===== config.mk =====
export PLATFORM = sky130hd
export DESIGN_NAME = alu_operand_stage
export DESIGN_NICKNAME = d
export VERILOG_FILES = /design/src/rtl/alu_operand_stage.sv
export SDC_FILE = /design/constraint.sdc
export NUM_CORES = 1
export LEC_CHECK = 0
export BUFFER_PORTS_ARGS = -buffer_cell sky130_fd_sc_hd__buf_2
export CORE_UTILIZATION = 35
export CTS_CLUSTER_DIAMETER = 50
export CTS_CLUSTER_SIZE = 16
export DETAILED_ROUTE_END_ITERATION = 8
export PLACE_DENSITY_LB_ADDON = 0.08
export SYNTH_ARGS = -nofsm -noshare
export SYNTH_HDL_FRONTEND = slang
export SYNTH_SLANG_ARGS = --single-unit

===== constraint.sdc =====
create_clock -name clk -period 2.2 [get_ports clk]
set_clock_uncertainty 0.2 [all_clocks]
set_input_delay 0.44 -clock clk [delete_from_list [all_inputs] [get_ports clk]]
set_output_delay 0.44 -clock clk [all_outputs]
set_load 0.05 [all_outputs]

===== src/rtl/alu_operand_stage.sv =====
// Operand/control staging buffer in front of the ALU inverter/adder slice.
// Two-entry skid buffer (main M drives outputs, skid S absorbs one extra op)
// so in_ready is a flop yet full throughput is kept. ALU control decode is
// done at capture and stored with each entry.
module alu_operand_stage #(
  parameter int WIDTH  = 32,
  parameter int CTRL_W = 3
) (
  input  logic              clk,
  input  logic              reset,
  input  logic              in_valid,
  output logic              in_ready,
  input  logic [WIDTH-1:0]  in_a,
  input  logic [WIDTH-1:0]  in_b,
  input  logic [CTRL_W-1:0] in_ctrl,
  output logic              out_valid,
  input  logic              out_ready,
  output logic [WIDTH-1:0]  out_a,
  output logic [WIDTH-1:0]  out_b,
  output logic [CTRL_W-1:0] out_ctrl,
  output logic              out_binvert,
  output logic              out_cin,
  output logic              out_slt,
  output logic              out_illegal
);

  typedef struct packed {
    logic [WIDTH-1:0]  a;
    logic [WIDTH-1:0]  b;
    logic [CTRL_W-1:0] ctrl;
    logic              binvert;
    logic              cin;
    logic              slt;
    logic              illegal;
  } entry_t;

  typedef enum logic [1:0] {EMPTY = 2'd0, ONE = 2'd1, FULL = 2'd2} state_t;

  state_t state_q, state_d;
  entry_t m_q, m_d, s_q, s_d;
  logic   in_ready_q, in_ready_d;
  entry_t in_ent;
  logic   in_acc, out_fire;

  // Decode the incoming control into the entry that will be captured
  always_comb begin
    in_ent         = '0;
    in_ent.a       = in_a;
    in_ent.b       = in_b;
    in_ent.ctrl    = in_ctrl;
    in_ent.slt     = (in_ctrl == 3'b111);
    in_ent.binvert = (in_ctrl == 3'b110) || (in_ctrl == 3'b111);
    in_ent.cin     = in_ent.binvert;
    in_ent.illegal = (in_ctrl == 3'b011) || (in_ctrl == 3'b100) || (in_ctrl == 3'b101);
  end

  // in_ready_q is low exactly in FULL, so no input is taken there
  assign in_acc   = in_valid && in_ready_q;
  assign out_fire = (state_q != EMPTY) && out_ready;

  // Next-state and data-movement decisions
  always_comb begin
    state_d = state_q;
    m_d     = m_q;
    s_d     = s_q;
    unique case (state_q)
      EMPTY: if (in_acc) begin
        m_d     = in_ent;
        state_d = ONE;
      end
      ONE: begin
        if (out_fire && in_acc) begin
          m_d = in_ent;
        end else if (out_fire) begin
          state_d = EMPTY;
        end else if (in_acc) begin
          s_d     = in_ent;
          state_d = FULL;
        end
      end
      FULL: if (out_fire) begin
        m_d     = s_q;
        state_d = ONE;
      end
      default: state_d = EMPTY;
    endcase
    in_ready_d = (state_d != FULL);
  end

  // State and storage registers; reset discards both entries
  always_ff @(posedge clk) begin
    if (reset) begin
      state_q    <= EMPTY;
      m_q        <= '0;
      s_q        <= '0;
      in_ready_q <= 1'b1;
    end else begin
      state_q    <= state_d;
      m_q        <= m_d;
      s_q        <= s_d;
      in_ready_q <= in_ready_d;
    end
  end

  // Outputs come straight from registers only
  always_comb begin
    in_ready    = in_ready_q;
    out_valid   = (state_q != EMPTY);
    out_a       = m_q.a;
    out_b       = m_q.b;
    out_ctrl    = m_q.ctrl;
    out_binvert = m_q.binvert;
    out_cin     = m_q.cin;
    out_slt     = m_q.slt;
    out_illegal = m_q.illegal;
  end

endmodule

Word level (Yosys, flattened, before mapping). Index checks and enable logic that the tools add are counted.

Register bits: 144. Input port bits: 71. Output and inout port bits: 73. Logic and storage cells: 49.

Equal/unequal tests: 11. Mux-type cells: 10. Bitwise logic cells: 2. Reduce and logical (&&, ||, !) cells: 11.

Operators with widths (number): $mux W71 (3); $pmux W71 S3 (1); $eq A3 B3 Y1 const B (4); $mux W2 (5); $ne A2 B2 Y1 const B (4); $reduce_and A4 Y1 (2); $pmux W2 S3 (1); $eq A3 B2 Y1 const B (1); $logic_and A1 B1 Y1 (3); $logic_or A1 B1 Y1 (3); $reduce_bool A3 Y1 (1); $eq A2 B1 Y1 const B (1); $eq A2 B2 Y1 const B (1); $logic_not A2 Y1 (1); $not A1 Y1 (2); $reduce_bool A2 Y1 (1).

Longest topological paths before layout.
Depth in word-level cells: 6. Gate-level depth with buffers: 7. Mapped depth without buffers: 4.

Least setup slack after synthesis. Ideal clock, no wire load.

Kind: register to register. Start point: register in_ready_q (netlist: in_ready). End point: register s_q[60] in the netlist's numbering. Library setup time: 0.132 ns. Arrival time: 1.801 ns. Required time: 1.868 ns. Slack: 0.067 ns. Cell stages (with the launch flop): 8. Clock period less this slack: 2.133 ns. Path through: dfxtp_1 > nand2_1 > or3_1 > buf_2 > buf_6 > buf_6 > nand2_1 > a21oi_1.

Word-level cells in the longest chain between the ends: 4.

RTL lines: start: declaration (line 41) `logic in_ready_q, in_ready_d;`; start signal: assignment (line 101) `in_ready_q <= in_ready_d;`; $logic_and A1 B1 Y1 * (line 58) `assign in_acc = in_valid && in_ready_q;`; $logic_and A1 B1 Y1 (line 72) `if (out_fire && in_acc) begin`; $not A1 Y1 (no line); $reduce_and A4 Y1 (no line) *; end signal: assignment (line 95) `s_q <= '0;`; end signal: assignment (line 100) `s_q <= s_d;`; end: declaration (line 40) `entry_t m_q, m_d, s_q, s_d;`.

Every way passes the cells marked *; elsewhere a longest branch is shown, timed or not. A chain may end at the register's enable or synchronous reset.

Worst setup path in the final report.
Start point: register state_q[1]. End point: output out_valid.

Word-level cells in the longest chain between the ends: 1.

RTL lines: start: declaration (line 39) `state_t state_q, state_d;`; start signal: assignment (line 98) `state_q <= state_d;`; $reduce_bool A2 Y1 (line 108) `out_valid = (state_q != EMPTY);`; end: declaration (line 16) `output logic out_valid,`.

Every way passes these cells.

==> flow_summary.yaml <==
route:
  post_drt_via_cell_ratio: 5.01
  wire_per_inst_um: 14.2
  drt-initial-drc-count: 354
  antenna_violating_nets_remaining: 0
  drtPass1Iterations: 5
  detail_route.wirelength_mm: 15.0
  detailroute.via_count: 5287
  drcViolationCount: 0
min_path:
  hold_path_startpoint: "in_b[5]"
  worst_hold_path.num_cells: 3
  min_path_type: "in2reg"
global_route:
  grt_remaining_overflow: 0
  global_route_wire_length_before_repair_mm: 24.5
  pin_count_of_the_biggest_net_entering_global_routing: 96
  via_count_of_the_first_global_routing_pass: 4960
  global_route.usage.total: 0.186
  initial_antenna_violation_count: 1
setup_path:
  rr_startpoint: "state_q[0]"
  path_class: "reg2out"
  timing.critical_path.required_ns: 1.56
  largest_stage_delay_on_the_critical_path_ns: 0.39
  worstPathBufferInverterCount: 1
  critical_path.startpoint: "state_q[1]"
  critPathArrivalTime_ns: 1.34
  critical_path_peak_fanout: 12
  crit_cells: 2
  setup.worst_path.end_class: "output pin"
  crit_path_top_delay_cell: "sky130_fd_sc_hd__dfxtp_2"
  cp_top_family: "flip-flops"
  cp-start-kind: "flop"
  critical_path_cell_list: "or2_2 -> buf_2"
  ff2ff_path_depth: 5
synthesis:
  netlist.top_cell.by_area: "sky130_fd_sc_hd__dfxtp_1"
  synthesis.instances: 717
  syn_avg_cell_area_um2: 7.94
  postSynthRegisterBits: 143
  yosys_warns: 0
  yosys.cell_types.count: 28
  synth.yosys.seq_area_share: 0.503
  synth_top_area_frac: 0.503
  mappedNetlistNets: 788
  yosys-top-cells-area: "sky130_fd_sc_hd__dfxtp_1 (50%), sky130_fd_sc_hd__nand2_1 (18%), sky130_fd_sc_hd__a311oi_1 (9.2%), sky130_fd_sc_hd__a21oi_1 (6.2%), sky130_fd_sc_hd__nor2_1 (4.7%)"
  post_synth_instance_area_um2: 5700
place:
  port-buffer-count: 143
  gpl.final_weighted_congestion: 0.708
  dp.final_hpwl_mm: 9.06
  dp.cells: 1025
sta:
  tns_ns: 0
  fin_crit_sh: 0.898
  slew_viol_final: 0
  max_freq_mhz: 506
  min_period_ns: 1.98
  rsz_0062_raised_after_global_routing: "false"
  finalSetupViolCount: 0
  tightestPinTransition_ns: 0.504
  slew_headroom: 0.664
  hold_violations: 0
clocking:
  number_of_cts_inserted_buffers: 17
  cts_root_buf: "sky130_fd_sc_hd__clkbuf_16"
  clk_transition_reported_paths_ns: 0.06
  numClockSinks: 143
  cts_tree: "built"
  htree_levels: 4
  worst_skew_pair.late_latency_ns: 0.41
  cts_buffer_depth: 2
job:
  drv.max_cap_violation_count: 0
cells_and_area:
  nNetsFinal: 899
  utilization: 0.447
  layout-drive-gt1-share: 0.242
  final_non_filler_cells: 1056
  area_growth_synth_to_finish_pct: 24.6
die:
  die_area_um2: 16800
  placementRows: 46
  dieWidth_um: 130
  initial_core_util: 0.359
  num_io_pins: 144
  core-area_um2: 15900
  fp.dieH_um: 130
run_status:
  run_status: "finished clean"
power_and_ir_drop:
  leakage_dissipation_nw: 2.88
  vdd_drop_max_mv: 0.504
  cellPowerDensity_nw_per_um2: 927
[worst min-delay path: cells and delay by family]
| kind | cells | cell delay (ns) |
|---|---|---|
| AO/OA/AOI/OAI | 1 | 0.05 |
| buffers and inverters | 1 | 0.10 |
| AND/OR/NAND/NOR | 1 | 0.05 |
[final timing paths]
| check | endpoint | slack [ns] |
|---|---|---|
| min | s_q[12] | 0.07 |
| max | out_valid | 0.22 |
| max reg2reg | out_a[2] | 0.31 |
| min reg2reg | s_q[32] | 0.25 |
[cell type report]
type,instances,area (µm²)
Fill cell,1588,8790
Antenna cell,1,2.50
Tap cell,216,270
Clock buffer,24,492
Multi-Input combinational cell,508,2520
Timing Repair Buffer,157,911
Clock inverter,6,35.0
Sequential cell,143,2860
Inverter,1,3.75
[registers in the layout, summed over array words and instances, names as in the netlist]
| name | flops |
|---|---|
| in_ready | 1 |
| out_a | 32 |
| out_b | 32 |
| out_binvert | 1 |
| out_ctrl | 3 |
| out_illegal | 1 |
| out_slt | 1 |
| s_q | 70 |
| state_q | 2 |
[synthesized netlist by cell type]
cell type	instances
sky130_fd_sc_hd__a211o_1	1
sky130_fd_sc_hd__a21oi_1	70
sky130_fd_sc_hd__a311oi_1	60
sky130_fd_sc_hd__a311oi_2	10
sky130_fd_sc_hd__buf_2	16
sky130_fd_sc_hd__buf_4	5
sky130_fd_sc_hd__buf_6	6
sky130_fd_sc_hd__clkbuf_1	38
sky130_fd_sc_hd__dfxtp_1	143
sky130_fd_sc_hd__inv_2	1
sky130_fd_sc_hd__mux2i_1	1
sky130_fd_sc_hd__nand2_1	274
sky130_fd_sc_hd__nand2b_1	3
sky130_fd_sc_hd__nand3_1	3
sky130_fd_sc_hd__nand3b_1	2
sky130_fd_sc_hd__nand4_1	2
sky130_fd_sc_hd__nand4b_1	1
sky130_fd_sc_hd__nor2_1	71
sky130_fd_sc_hd__nor2b_1	1
sky130_fd_sc_hd__nor2b_2	1
sky130_fd_sc_hd__nor3_2	1
sky130_fd_sc_hd__o211ai_1	1
sky130_fd_sc_hd__o21a_1	1
sky130_fd_sc_hd__o22a_1	1
sky130_fd_sc_hd__o311ai_0	1
sky130_fd_sc_hd__o31ai_4	1
sky130_fd_sc_hd__or2_2	1
sky130_fd_sc_hd__or3_1	1
[kinds of logic after synthesis]
logic type      after synthesis  share of synthesized area
buf+inv                      66                     0.0582
compound gates              146                      0.191
flops                       143                      0.503
simple gates                361                      0.246
mux                           1                    0.00176
[per-layer routing]
| layer | vias to the layer above | track usage | wire, µm |
|---|---|---|---|
| li1 | 2642 | - | - |
| met1 | 2471 | 0.236 | 6930 |
| met2 | 154 | 0.304 | 6940 |
| met3 | 20 | 0.0475 | 874 |
| met4 | 0 | 0.0718 | 252 |
| met5 | - | 0 | 0 |
[through the flow]
| step | worst slack (ns) | hold slack, ns | power [mW] | area, µm² |
|---|---|---|---|---|
| after floorplan | 0.0668 | 0.237 | 3.76 | 5700 |
| after global placement | 0.179 | 0.241 | 4.05 | 6570 |
| after detailed placement | 0.118 | 0.247 | 4.07 | 6570 |
| after CTS | 0.0491 | 0.0499 | 6.66 | 7090 |
| after global routing | 0.105 | 0.0581 | 6.89 | 7100 |
| final | 0.223 | 0.0719 | 6.58 | 7100 |
[cells in the final DEF (no fill, tap or decap), drive strengths merged, types with 2 or more instances in the layout]
master and instances:
nand4 2, clkinv 4, clkinvlp 2, nand3 3, buf 157, a311oi 70, a21oi 70, nor2 71
nor2b 2, clkbuf 24, dfxtp 143, nand2b 3, nand3b 2, nand2 274
[timing repair]
action                     4_1_cts  5_1_grt
setup endpoints to repair        0        4
buffers inserted                 0        0
hold buffers                     0        0
hold endpoints to repair         0        0
gates resized for setup          0        1
[where the power goes]
| group | switching, mW | internal (mW) | leakage, nW |
|---|---|---|---|
| sequential | 0.0890 | 2.76 | 1.17 |
| combinational | 0.846 | 0.312 | 1.45 |
| clock | 1.04 | 1.54 | 0.258 |
| total | 1.97 | 4.61 | 2.88 |
Power figures use the tool's default switching activity.
